===== config.mk =====
export PLATFORM = sky130hd
export DESIGN_NAME = cla_28bit
export DESIGN_NICKNAME = d
export VERILOG_FILES = /design/src/rtl/cla_pkg.sv /design/src/rtl/cla_4bit_block.sv /design/src/rtl/cla_28bit.sv
export SDC_FILE = /design/constraint.sdc
export NUM_CORES = 1
export LEC_CHECK = 0
export BUFFER_PORTS_ARGS = -buffer_cell sky130_fd_sc_hd__buf_2
export CAP_MARGIN = 20
export CORE_MARGIN = 5
export CORE_UTILIZATION = 35
export DETAILED_ROUTE_END_ITERATION = 12
export GPL_ROUTABILITY_DRIVEN = 0
export GPL_TIMING_DRIVEN = 0
export PLACE_DENSITY_LB_ADDON = 0.05
export SLEW_MARGIN = 15
export SYNTH_ARGS = -nofsm -noshare
export SYNTH_HDL_FRONTEND = slang
export SYNTH_SLANG_ARGS = --single-unit

===== constraint.sdc =====
create_clock -name vclk -period 4.6
set_input_delay 0 -clock vclk [all_inputs]
set_output_delay 0 -clock vclk [all_outputs]
set_load 0.01 [all_outputs]

===== src/rtl/cla_pkg.sv =====
// Shared widths and types for the 28-bit carry-lookahead adder.
package cla_pkg;

    localparam int unsigned CLA_DATA_W  = 28;
    localparam int unsigned CLA_GRP_W   = 4;
    localparam int unsigned CLA_NUM_GRP = CLA_DATA_W / CLA_GRP_W;

    typedef logic [CLA_DATA_W-1:0] cla_data_t;

endpackage


===== src/rtl/cla_4bit_block.sv =====
// First-level 4-bit lookahead group: sum bits plus group generate/propagate.
module cla_4bit_block (
    input  logic [3:0] i_a,
    input  logic [3:0] i_b,
    input  logic       i_cin,
    output logic [3:0] o_sum,
    output logic       o_gg,
    output logic       o_gp
);

    logic [3:0] g;
    logic [3:0] p;
    logic [3:0] c;

    always_comb begin
        g = i_a & i_b;
        p = i_a ^ i_b;

        // Every internal carry is a flat sum of products of g, p and i_cin.
        c[0] = i_cin;
        c[1] = g[0] | (p[0] & i_cin);
        c[2] = g[1] | (p[1] & g[0]) | (p[1] & p[0] & i_cin);
        c[3] = g[2] | (p[2] & g[1]) | (p[2] & p[1] & g[0])
             | (p[2] & p[1] & p[0] & i_cin);

        o_gg = g[3] | (p[3] & g[2]) | (p[3] & p[2] & g[1])
             | (p[3] & p[2] & p[1] & g[0]);
        o_gp = &p;

        o_sum = p ^ c;
    end

endmodule


===== src/rtl/cla_28bit.sv =====
// 28-bit two-level carry-lookahead adder: {o_carry,o_sum} = a + b + cin.
// Defining CLA_28BIT_REG_OUT_EN adds a one-cycle output register with sync reset.
module cla_28bit
    import cla_pkg::*;
#(
    parameter int unsigned DATA_W = CLA_DATA_W,
    parameter int unsigned GRP_W  = CLA_GRP_W
) (
    input  logic              i_clk,
    input  logic              i_rst,
    input  logic [DATA_W-1:0] i_data_a,
    input  logic [DATA_W-1:0] i_data_b,
    input  logic              i_carry,
    output logic [DATA_W-1:0] o_sum,
    output logic              o_carry
);

    localparam int unsigned NUM_GRP = DATA_W / GRP_W;

    logic [NUM_GRP-1:0] grp_gg;
    logic [NUM_GRP-1:0] grp_gp;
    logic [NUM_GRP:0]   grp_c;
    cla_data_t          sum_comb;

    for (genvar k = 0; k < NUM_GRP; k++) begin : g_grp
        cla_4bit_block u_grp (
            .i_a   (i_data_a[k*GRP_W +: GRP_W]),
            .i_b   (i_data_b[k*GRP_W +: GRP_W]),
            .i_cin (grp_c[k]),
            .o_sum (sum_comb[k*GRP_W +: GRP_W]),
            .o_gg  (grp_gg[k]),
            .o_gp  (grp_gp[k])
        );
    end

    // Second level: each group carry is the OR of GG[j] & GP[k:j+1] terms plus
    // the GP[k:0] & cin term, so no carry waits on a lower group carry.
    always_comb begin
        logic c_next;
        logic term;
        grp_c    = '0;
        grp_c[0] = i_carry;
        for (int unsigned k = 0; k < NUM_GRP; k++) begin
            c_next = 1'b0;
            for (int unsigned j = 0; j <= k; j++) begin
                term = grp_gg[j];
                for (int unsigned m = j + 1; m <= k; m++) begin
                    term = term & grp_gp[m];
                end
                c_next = c_next | term;
            end
            term = i_carry;
            for (int unsigned m = 0; m <= k; m++) begin
                term = term & grp_gp[m];
            end
            grp_c[k+1] = c_next | term;
        end
    end

`ifdef CLA_28BIT_REG_OUT_EN
    cla_data_t sum_d;
    cla_data_t sum_q;
    logic      carry_d;
    logic      carry_q;

    always_comb begin
        sum_d   = sum_comb;
        carry_d = grp_c[NUM_GRP];
    end

    always_ff @(posedge i_clk) begin
        if (i_rst) begin
            sum_q   <= '0;
            carry_q <= 1'b0;
        end else begin
            sum_q   <= sum_d;
            carry_q <= carry_d;
        end
    end

    assign o_sum   = sum_q;
    assign o_carry = carry_q;
`else
    logic unused_clk_rst;

    assign unused_clk_rst = i_clk ^ i_rst;
    assign o_sum          = sum_comb;
    assign o_carry        = grp_c[NUM_GRP];
`endif

endmodule


==> results <==
- The run finished with clean final reports.
- The number of antenna violations at the first check in global routing is 0.
- The signal on the critical path passes through buf_2 > ha_1 > a21oi_1 > o21ai_0 > nand2_1 > a211oi_2 > nor2_1 > o21ai_0 > fa_1 > buf_2.
- Summing all placed instances gives a cell area of 0.001827 mm2.
- Detailed placement ended at an HPWL of 3.101 mm.
- The post-cts sizing count is 0.
- VDD sags by at most 57.80 uV.
- The die boundary height is 71.79 um.
- After detailed routing, the number of remaining DRC violations is 0.
- The finished layout holds 302 standard cells, fillers aside.
- The leakage dissipation is 0.9515 nW.
- Summing the areas of all xor and xnor instances in the mapped netlist gives 11.80% of the synthesized area.
- A synthesized cell averages 7.954 um2.
- The basic-gate share of the synthesized area counting and, or, nand and nor cells is 15.07%.
- For this configuration, the core starts out at a cell density of 36.23%.
- The number of nets handed over by synthesis was 262.
- The worst setup path is of the in -> out kind.
- After layout, the clock buffer instance count stands at 0.
- The fraction of layout cells with a size suffix above 1 is 40.16%.
- The tool flagged a number of max-cap violations equal to 0.
- The global-route layer with the greatest usage is met2.
- The final-report setup violation count is 0.
- The count of final max-slew check failures is 0.
- The number of global-route vias before repair is 1383.
- For the pin with the worst max-slew slack, the measured transition is 346.9 ps.
- The post-synthesis instance area is 0.001336 mm2.
- The routing usage on met3 is 1.823%.
- The number of hold-slack violations in the final timing report came to 0.
- The post-layout minimum cycle time is 2296 ps.
- Cells fill 49.53% of the core in the end.
- Dividing the final minimum period by the clock period gives 49.91%.
- The sequential cell area in the final layout is 0 um2.
- The area fraction in compound gates after synthesis is 32.30%.
- For this run the aggregate overflow at the end of global routing stands at 0.
- The die covers 0.005154 mm2.
- The wire length per cell is 11.08 um.
- The repair_antennas step left the layout with diodes totalling 0.
- The maximum operating frequency is 435.6 MHz.
- After floorplanning, the core was divided into 22 placement rows.
- Of the total synthesized cell area, the portion taken by full adders, half adders and majority gates is 36.70%.
- The mean number of vias per cell is 4.891.
- The detailed router finished its first iteration with 52 violations.
- The cell area after layout is 0.001827 mm2.
- The worst setup timing slack at the placement stage is 2297 ps.
- The number of different library cells used by synthesis comes to 38.
- There are 0 flip-flops and latches.
- The floorplan step defined a core boundary enclosing 0.003689 mm2.
- The pin count of the biggest net entering global routing is 8.
- The number of cells in the design after placement is 302.
- Setup repair after global routing left no endpoint under its margin.
- In this run, post-CTS hold repair placed 0 buffers.
- From left edge to right edge, the die measures 71.79 um.
- The total wire length is 3.346 mm.
- The longest individual stage delay on the worst path is 440 ps.
- The cell count after synthesis came out at 168.
- For this design the top-level I/O count stands at 88.
- At the end of the flow, the number of nets in the layout was 350.
- From synthesis to final layout, the design area changed by 36.70%.
- The remaining antenna violation count is 0.
- The worst min-delay path class is in -> out.
- The endpoint required time on the critical path is 4600 ps.
- Buffers added to address setup during post-CTS repair amount to 0.
- The relative max-transition margin is 76.63%.
- The met2 routing resource usage after global routing is 21.12%.
- Detailed routing inserted a total of 1477 vias.
- The fraction of synthesized area in multiplexers is 0%.
- The count of buffers added on input and output ports is 86.
- The first global-routing pass estimated 5.595 mm of wire.
- Along the worst path, the maximum fanout reaches 4.
- The power per unit of standard cell area is 155.1 mW/mm2.
- The post-layout worst setup margin is 2304 ps.
- The slowest stage of the critical path belongs to the cell sky130_fd_sc_hd__fa_1.
- The sequential-to-total area share from yosys stat is 0%.
- By area, the combinational part of the netlist is dominated by adder cells.
- The worst setup path is captured at an output pin.
- The global-route total usage across every layer is 12.17%.
- The total negative slack is 0 ps.
- For this run, the number of Yosys warnings is 0.
- The critical path data arrival time is 2300 ps.
- The startpoint type of the worst setup path is an input port.
- The first detailed-routing pass ran for 4 iterations.
- Global routing used 16.78% of the available met1 tracks.
-- layout make-up --
| class | instances | area (um2) |
|---|---|---|
| Buffer | 2 | 10.01 |
| Fill cell | 403 | 1862 |
| Inverter | 12 | 45.04 |
| Multi-Input combinational cell | 154 | 1281 |
| Tap cell | 48 | 60.06 |
| Timing Repair Buffer | 86 | 430.4 |
-- through the flow --
| step | hold slack (ps) | power (mW) |
|---|---|---|
| 4_1_cts | 376.6 | 0.2878 |
| 3_5_place_dp | 375.7 | 0.2864 |
| 6_report | 370.1 | 0.2834 |
| 2_1_floorplan | 188.5 | 0.1859 |
| 5_1_grt | 394.9 | 0.3215 |
| 3_3_place_gp | 372.4 | 0.2860 |
-- synthesized netlist by cell type --
cell	instances	area, um2
sky130_fd_sc_hd__nor4_1	1	6.260
sky130_fd_sc_hd__a22oi_1	2	15.01
sky130_fd_sc_hd__o211ai_1	1	7.510
sky130_fd_sc_hd__a31oi_4	1	21.27
sky130_fd_sc_hd__nand4_1	6	37.54
sky130_fd_sc_hd__nand3_1	4	20.02
sky130_fd_sc_hd__a21oi_1	18	90.09
sky130_fd_sc_hd__clkbuf_2	2	10.01
sky130_fd_sc_hd__fa_1	7	140.1
sky130_fd_sc_hd__inv_1	12	45.04
sky130_fd_sc_hd__o21a_1	1	7.510
sky130_fd_sc_hd__o21ai_0	10	50.05
sky130_fd_sc_hd__and4_4	1	11.26
sky130_fd_sc_hd__nor2_1	13	48.80
sky130_fd_sc_hd__o221ai_1	1	8.760
sky130_fd_sc_hd__nand3b_1	1	7.510
sky130_fd_sc_hd__o2111a_1	1	11.26
sky130_fd_sc_hd__o21bai_1	4	30.03
sky130_fd_sc_hd__ha_1	28	350.3
sky130_fd_sc_hd__a21oi_2	1	8.760
sky130_fd_sc_hd__o211ai_2	1	12.51
sky130_fd_sc_hd__a311oi_2	1	15.01
sky130_fd_sc_hd__a21boi_0	1	7.510
sky130_fd_sc_hd__xnor2_1	9	78.83
sky130_fd_sc_hd__nor2_2	1	6.260
sky130_fd_sc_hd__nand2_1	11	41.29
sky130_fd_sc_hd__o41ai_2	1	16.27
sky130_fd_sc_hd__or2_2	1	6.260
sky130_fd_sc_hd__o31ai_1	2	15.01
sky130_fd_sc_hd__o22ai_1	1	6.260
sky130_fd_sc_hd__nor3_1	2	10.01
sky130_fd_sc_hd__a21o_1	4	30.03
sky130_fd_sc_hd__nand2b_1	1	6.260
sky130_fd_sc_hd__o21ai_2	2	17.52
sky130_fd_sc_hd__a211oi_2	3	37.54
sky130_fd_sc_hd__a21o_2	1	8.760
sky130_fd_sc_hd__xor2_1	9	78.83
sky130_fd_sc_hd__a211oi_1	2	15.01
-- layout by cell type (no fill, tap or decap), types with 2 or more instances in the layout --
master / count
sky130_fd_sc_hd__o21ai_2: 2
sky130_fd_sc_hd__a211oi_2: 3
sky130_fd_sc_hd__o31ai_1: 2
sky130_fd_sc_hd__a21oi_1: 18
sky130_fd_sc_hd__nor2_1: 13
sky130_fd_sc_hd__inv_1: 12
sky130_fd_sc_hd__buf_2: 86
sky130_fd_sc_hd__ha_1: 28
sky130_fd_sc_hd__nand3_1: 4
sky130_fd_sc_hd__a211oi_1: 2
sky130_fd_sc_hd__nor3_1: 2
sky130_fd_sc_hd__a22oi_1: 2
sky130_fd_sc_hd__a21o_1: 4
sky130_fd_sc_hd__fa_1: 7
sky130_fd_sc_hd__xnor2_1: 9
sky130_fd_sc_hd__nand4_1: 6
sky130_fd_sc_hd__o21ai_0: 10
sky130_fd_sc_hd__o21bai_1: 4
sky130_fd_sc_hd__xor2_1: 9
sky130_fd_sc_hd__clkbuf_2: 2
sky130_fd_sc_hd__nand2_1: 11
-- layer usage --
layer / vias to the layer above / wire, um
met4: 0 / 0
met1: 627 / 1537
met5: - / 0
met3: 0 / 295
li1: 805 / -
met2: 45 / 1513
-- report_power, final --
part	internal, mW	switching [mW]	total [mW]	leakage [nW]
Combinational	0.129	0.154	0.283	0.952
Sequential	0	0	0	0
Clock	0	0	0	0
-- kinds of logic (layout without fill, tap and decap cells) --
logic type      Yosys count  count (layout)
buf+inv                  14             100
xor+xnor                 18              18
simple gates             42              42
compound gates           59              59
fa+ha+maj                35              35
-- worst max-delay path, delay by kind of cell --
kind	cells	cell delay, ps
simple gates	2	320
compound gates	4	930
fa+ha+maj	2	780
buf+inv	2	250
-- path summary, 6_finish.rpt --
check	startpoint	to	slack, ps	cells after the start
worst min-delay path	i_data_b[4]	o_sum[4]	370	3
worst max-delay path	i_data_a[5]	o_sum[24]	2300	10
Power figures use the tool's default switching activity.
